===== config.mk =====
export PLATFORM = sky130hd
export DESIGN_NAME = pixel_stream_out
export DESIGN_NICKNAME = d
export VERILOG_FILES = /design/src/rtl/pixel_stream_out.sv
export SDC_FILE = /design/constraint.sdc
export NUM_CORES = 2
export LEC_CHECK = 0
export CAP_MARGIN = 20
export CELL_PAD_IN_SITES_DETAIL_PLACEMENT = 0
export CELL_PAD_IN_SITES_GLOBAL_PLACEMENT = 1
export CORE_ASPECT_RATIO = 1.75
export CORE_UTILIZATION = 40
export CTS_CLUSTER_DIAMETER = 120
export CTS_CLUSTER_SIZE = 10
export DETAILED_ROUTE_END_ITERATION = 16
export PLACE_DENSITY = 0.58
export SLEW_MARGIN = 20
export SYNTH_ARGS = -nofsm -noshare
export SYNTH_HDL_FRONTEND = slang
export SYNTH_SLANG_ARGS = --single-unit

===== constraint.sdc =====
create_clock -name clk -period 3.7 [get_ports clk]
set_input_delay 0.74 -clock clk [delete_from_list [all_inputs] [get_ports clk]]
set_output_delay 0.74 -clock clk [all_outputs]
set_load 0.01 [all_outputs]

===== src/rtl/pixel_stream_out.sv =====
// Active-area pixel capture into a first-word-fall-through FIFO, streamed out on valid/ready.
// A FIFO overflow abandons the rest of the frame until the next start-of-frame.
module pixel_stream_out #(
  parameter int ACTIVE_W   = 512,
  parameter int ACTIVE_H   = 480,
  parameter int FIFO_DEPTH = 64
) (
  input  logic                          clk,
  input  logic                          reset,
  input  logic [9:0]                    line,
  input  logic [9:0]                    column,
  input  logic [7:0]                    r_in,
  input  logic [7:0]                    g_in,
  input  logic [7:0]                    b_in,
  input  logic                          enable,
  output logic                          m_valid,
  input  logic                          m_ready,
  output logic [23:0]                   m_data,
  output logic                          m_sof,
  output logic                          m_eol,
  output logic [$clog2(FIFO_DEPTH):0]   fifo_level,
  output logic [15:0]                   drop_count,
  output logic                          streaming
);

  localparam int AW = $clog2(FIFO_DEPTH);
  localparam int LW = AW + 1;
  localparam logic [9:0]    COL_LIM  = 10'(ACTIVE_W);
  localparam logic [9:0]    LINE_LIM = 10'(ACTIVE_H);
  localparam logic [9:0]    EOL_COL  = 10'(ACTIVE_W - 1);
  localparam logic [LW-1:0] FULL_LVL = LW'(FIFO_DEPTH);

  typedef enum logic [1:0] {IDLE, STREAM, DROP} state_t;

  state_t        state, state_nxt;
  logic [25:0]   mem [FIFO_DEPTH];
  logic [AW-1:0] wr_ptr, rd_ptr;
  logic [LW-1:0] count;
  logic [25:0]   word_in, head;
  logic          active, sof_pos, full, pop, want, push, overflow;

  assign active   = (column < COL_LIM) && (line < LINE_LIM);
  assign sof_pos  = (line == '0) && (column == '0);
  assign word_in  = {r_in, g_in, b_in, sof_pos, column == EOL_COL};
  assign full     = (count == FULL_LVL);
  assign m_valid  = (count != '0);
  assign pop      = m_valid && m_ready;

  always_comb begin
    state_nxt = state;
    want      = 1'b0;
    case (state)
      IDLE: begin
        if (sof_pos && enable) begin
          state_nxt = STREAM;
          want      = 1'b1;
        end
      end
      STREAM: begin
        if (sof_pos && !enable) state_nxt = IDLE;
        else if (active)        want      = 1'b1;
      end
      DROP: begin
        if (sof_pos) begin
          if (enable) begin
            state_nxt = STREAM;
            want      = 1'b1;
          end else begin
            state_nxt = IDLE;
          end
        end
      end
      default: state_nxt = IDLE;
    endcase
    // A full FIFO still accepts a word when the head leaves in the same cycle.
    overflow = want && full && !pop;
    push     = want && !overflow;
    if (overflow) state_nxt = DROP;
  end

  always_ff @(posedge clk) begin
    if (push) mem[wr_ptr] <= word_in;
  end

  always_ff @(posedge clk or negedge reset) begin
    if (!reset) begin
      state      <= IDLE;
      wr_ptr     <= '0;
      rd_ptr     <= '0;
      count      <= '0;
      drop_count <= '0;
    end else begin
      state <= state_nxt;
      if (push) wr_ptr <= wr_ptr + 1'b1;
      if (pop)  rd_ptr <= rd_ptr + 1'b1;
      case ({push, pop})
        2'b10:   count <= count + 1'b1;
        2'b01:   count <= count - 1'b1;
        default: count <= count;
      endcase
      if (overflow && (drop_count != '1)) drop_count <= drop_count + 1'b1;
    end
  end

  // Outputs are forced to zero while empty so reset shows clean data without resetting the array.
  assign head       = m_valid ? mem[rd_ptr] : '0;
  assign m_data     = head[25:2];
  assign m_sof      = head[1];
  assign m_eol      = head[0];
  assign fifo_level = count;
  assign streaming  = (state == STREAM);

endmodule

==> summary.md <==
| Metric | Value |
|---|---|
| Largest net degree at the start of global routing | 80 |
| Die X | 308 microns |
| Prevailing post-synth register cell | edfxtp_1 |
| Total CTS buffers | 196 |
| Antenna violations before repair | 3 |
| Fin crit share | 113% |
| R2R Setup Slk | ~0.13 ns |
| Length of the first detailed-routing pass in iterations | 7 |
| # setup viols final | 26 |
| Clock Latency Late Sink | slightly above 0.8 ns |
| Placed inst area | around 73000 sq um |
| Failing checks | setup timing |
| Total power | roughly 60 mW |
| Post-route clock skew | 0.0306 ns |
| Slew headroom | a little over a quarter |
| Final Critical Period | 4.16 ns |
| Cells after synthesis | roughly 3000 |
| Fill count | 12700 |
| Critical Path RT | 2.96 ns |
| Post-synthesis compound-gate area fraction | under 10% |
| I/O Pins | between 90 and 100 |
| Sequential share of the synthesized area | 77.9% |
| VDD IR-drop max | approximately 440 uV |
| Pwr/cell area | 727 nW/um^2 |
| Layout Nets | ~3600 |
| Avg Cell Area, Syn | about 22 sq um |
| Non-Filler Instances | slightly below 6000 |
| Flop pwr share | 36.0% |
| Core Util, Final | ~50% |
| Share of cells above drive strength 1 | 39.8% |
| Leakage power | ~26 nW |
| Sw frac | 30.2% |
| RR Startpoint | fifo_level[0]$_DFFE_PN0P_ |
| Status | complete, but fails checks |
| Number of buffers added on ports | between 90 and 100 |
| CTS Root Cell | clkbuf_16 |
| Hold Fails Final Rpt | 0 |
| Crit-path cells | buf_12, buf_16, buf_16, buf_6, mux4_2, nor3_2, a21oi_2, o211ai_1, o41ai_2, buf_4, buf_6 |
| Adder-cell share of the synthesized area | less than 1% |
| Hpwl dp | between 100 and 150 mm |
| Hold Path Origin | g_in[1] |
| Sink Count | between 1500 and 2000 |
| Total internal power | ~41 mW |
| Worst setup SP type | flip-flop |
| Peak per-stage delay on the critical path | around 0.50 ns |
| Hold Crit Depth | 1 |
| Std-Cell Rows | 195 |
| Ranking of synthesized cells by area | edfxtp_1 76%, mux4_2 15%, dfrtp_1 1.4% |
| Main combinational cell family by area after synthesis | multiplexers |
| Fmax | around 240 MHz |
| Synth area leader | edfxtp_1 |
| Clk slew on worst S/H paths | about 0.060 ns |
| Mux cell area share after synthesis | around 16% |
| CTS H-tree depth | 4 |
| Vias per cell | between 5 and 6 |
| Via Count | 32800 |
| Global Route Usage Sum | 22.8% |
| Antenna-violating nets left | 0 |
| Drt initial violations | between 2000 and 3000 |
| RSZ-0062 raised after global routing | yes |
| Hold endpoint | mem[30][11]$_DFFE_PP_ |
| Async SR Flop Fraction | under 10% |
| Number of global-route vias before repair | ~35000 |
| DRT Wirelength | about 190 mm |
| Crit Reg-Reg Endpoint | fifo_level[6]$_DFFE_PN0P_ |
| Syn Nets | around 3000 |
| First-pass GRT wire length | between 200 and 300 mm |
| Synth top area share | 76.5% |
| Routed WL per cell | around 32 microns |
| Crit-path slowest cell | dfrtp_4 |
| Max Cap Violations | 0 |
| CTS tree | built |
| Area grow syn2layout | 24.7% |
| DRC violation count after routing | 0 |
| Cells after DPL | around 5400 |
| Routability Congestion | around 0.83 |
| Starting density of the core | about two fifths |
| Final instance area | 81500 sq um |
| Cells on worst reg2reg path | 15 |
| Synth Area in Simple Gates | 2.09% |
| GRT Residual Overflow | 0 |
| EDFF count, synth | roughly 1700 |
| Core ar. | around 160000 sq um |
| HP Class | primary input to flip-flop |
| Power share of the combinational group | 35.8% |
| CP max FO | 8 |
| Slew @ Worst Pin | 1.10 ns |
| Synth Area in XOR/XNOR | less than 1% |
| Die area | ~170000 sq um |
| Die height | between 500 and 600 microns |
| Cell Area, Synth | around 65000 sq um |
| Setup CP Type | flip-flop to output pin |
| #FFs+latches synth | roughly 1700 |
| Post-synthesis cell type count | 67 |
| Psw | approximately 18 mW |
| Final TNS setup | -8.96 ns |
| Ys Warns | 0 |
| Clock Path Buffers | 4 |
| Slew Limit Fails | 0 |
| Final worst slack | -0.463 ns |
| Crit path DAT | 3.42 ns |
| Critical path capture point type | output pin |
| Clock power share | around 28% |
cell usage after synthesis, types with 5 or more instances:
master	n
a211o_1	10
a21oi_1	34
and2_1	6
and3_1	5
and4_1	5
buf_1	26
buf_2	51
buf_4	12
clkbuf_1	66
dfrtp_1	37
edfxtp_1	1664
ha_1	8
inv_1	9
mux2_2	20
mux2i_1	63
mux4_2	429
nand2_1	67
nand3_1	15
nand4_1	8
nor2_1	127
nor2b_1	5
nor3_1	16
nor4_1	6
o2111ai_1	9
o21a_1	5
o21ai_0	38
o221ai_1	12
o22ai_1	76
o41ai_1	5
xnor2_1	23
xor2_1	6
cell families after synthesis:
logic type	count (synthesis)
AO/OA/AOI/OAI	221
XOR/XNOR	29
adder cells (fa/ha/maj)	9
buffers and inverters	166
flip-flops	1701
multiplexers	512
AND/OR/NAND/NOR	290
power groups by stage:
stage          Clock, mW  Combinational (mW)  Sequential [mW]
6_report            16.7                21.2             21.3
5_1_grt             17.7                22.2             21.3
4_1_cts             17.1                20.5             21.3
3_5_place_dp           0                17.5             21.8
3_3_place_gp           0                17.4             21.8
2_1_floorplan          0                9.35             21.7
per-stage QoR:
stage	hold WS, ns	worst slack (ns)
final	0.413	-0.463
after global routing	0.373	-0.561
after CTS	0.127	-0.503
after detailed placement	0.499	-0.554
after global placement	0.479	-0.564
after floorplan	0.444	-0.335
sequential cells by signal (all words and copies together), names as in the netlist:
name        flops
mem          1664
drop_count     16
state           2
fifo_level      7
rd_ptr          6
wr_ptr          6
critical path: cells and delay by family, from the launching register on:
family	cells	cell delay, ns
AND/OR/NAND/NOR	1	0.15
multiplexers	1	0.44
AO/OA/AOI/OAI	3	0.64
buffers and inverters	6	0.88
flip-flops	1	0.50
worst max path at each step:
| stage | startpoint | end | slack (ns) | depth (start not counted) |
|---|---|---|---|---|
| 2_1_floorplan | column[5] | mem[60][0]$_DFFE_PP_ | -0.33 | 7 |
| 3_3_place_gp | rd_ptr[0]$_DFFE_PN0P_ | m_data[12] | -0.56 | 9 |
| 3_5_place_dp | rd_ptr[0]$_DFFE_PN0P_ | m_data[12] | -0.55 | 9 |
| 4_1_cts | rd_ptr[0]$_DFFE_PN0P_ | m_data[1] | -0.50 | 11 |
| 5_1_grt | rd_ptr[0]$_DFFE_PN0P_ | m_data[1] | -0.56 | 11 |
| 6_report | rd_ptr[0]$_DFFE_PN0P_ | m_data[1] | -0.46 | 11 |
cell type report:
cell class,count,area [sq um],share of cell area [%]
tap,2167,2710,3.33
clock buffer,243,5170,6.34
multi-input combinational,1061,15400,18.9
clock inverter,5,80.1,0.0983
antenna,3,7.51,0.00921
inverter,10,46.3,0.0568
sequential,1701,50900,62.5
timing repair buffer,576,7130,8.75
what timing repair did:
action,in CTS,in global routing
hold buffers,0,1
resized for setup,393,104
endpoints found under the hold margin,0,36
setup endpoints to repair,27,28
cloned,10,5
buffers inserted,62,34
pin swaps,53,49
routing by layer:
layer  share of wire (%)  GRT usage, %  routed length, microns
met5                   0             0                       0
met3                 4.4          2.60                    8090
met4                 3.5          7.44                    6470
met2                  56          42.7                  103000
met1                  37          26.9                   68100
placed cells by master, fill, tap and decap left out, types with 6 or more instances in the layout:
cell and count:
a211o_1 8, a21oi_1 23, a21oi_2 10, buf_12 151
buf_16 21, buf_2 19, buf_4 262, buf_6 53
buf_8 16, clkbuf_1 43, clkbuf_16 205, clkdlybuf4s50_1 46
dfrtp_1 32, edfxtp_1 1664, ha_1 7, inv_1 7
mux2_2 15, mux2i_1 45, mux2i_2 10, mux2i_4 8
mux4_2 429, nand2_1 64, nand3_1 10, nand4_1 8
nor2_1 50, nor2_2 9, nor2_4 68, nor3_2 9
o21ai_0 6, o21ai_2 18, o21ai_4 14, o221ai_2 6
o22ai_1 50, o22ai_2 24, xnor2_1 23, xor2_1 6
No activity file was read; power rests on OpenSTA's default activity.
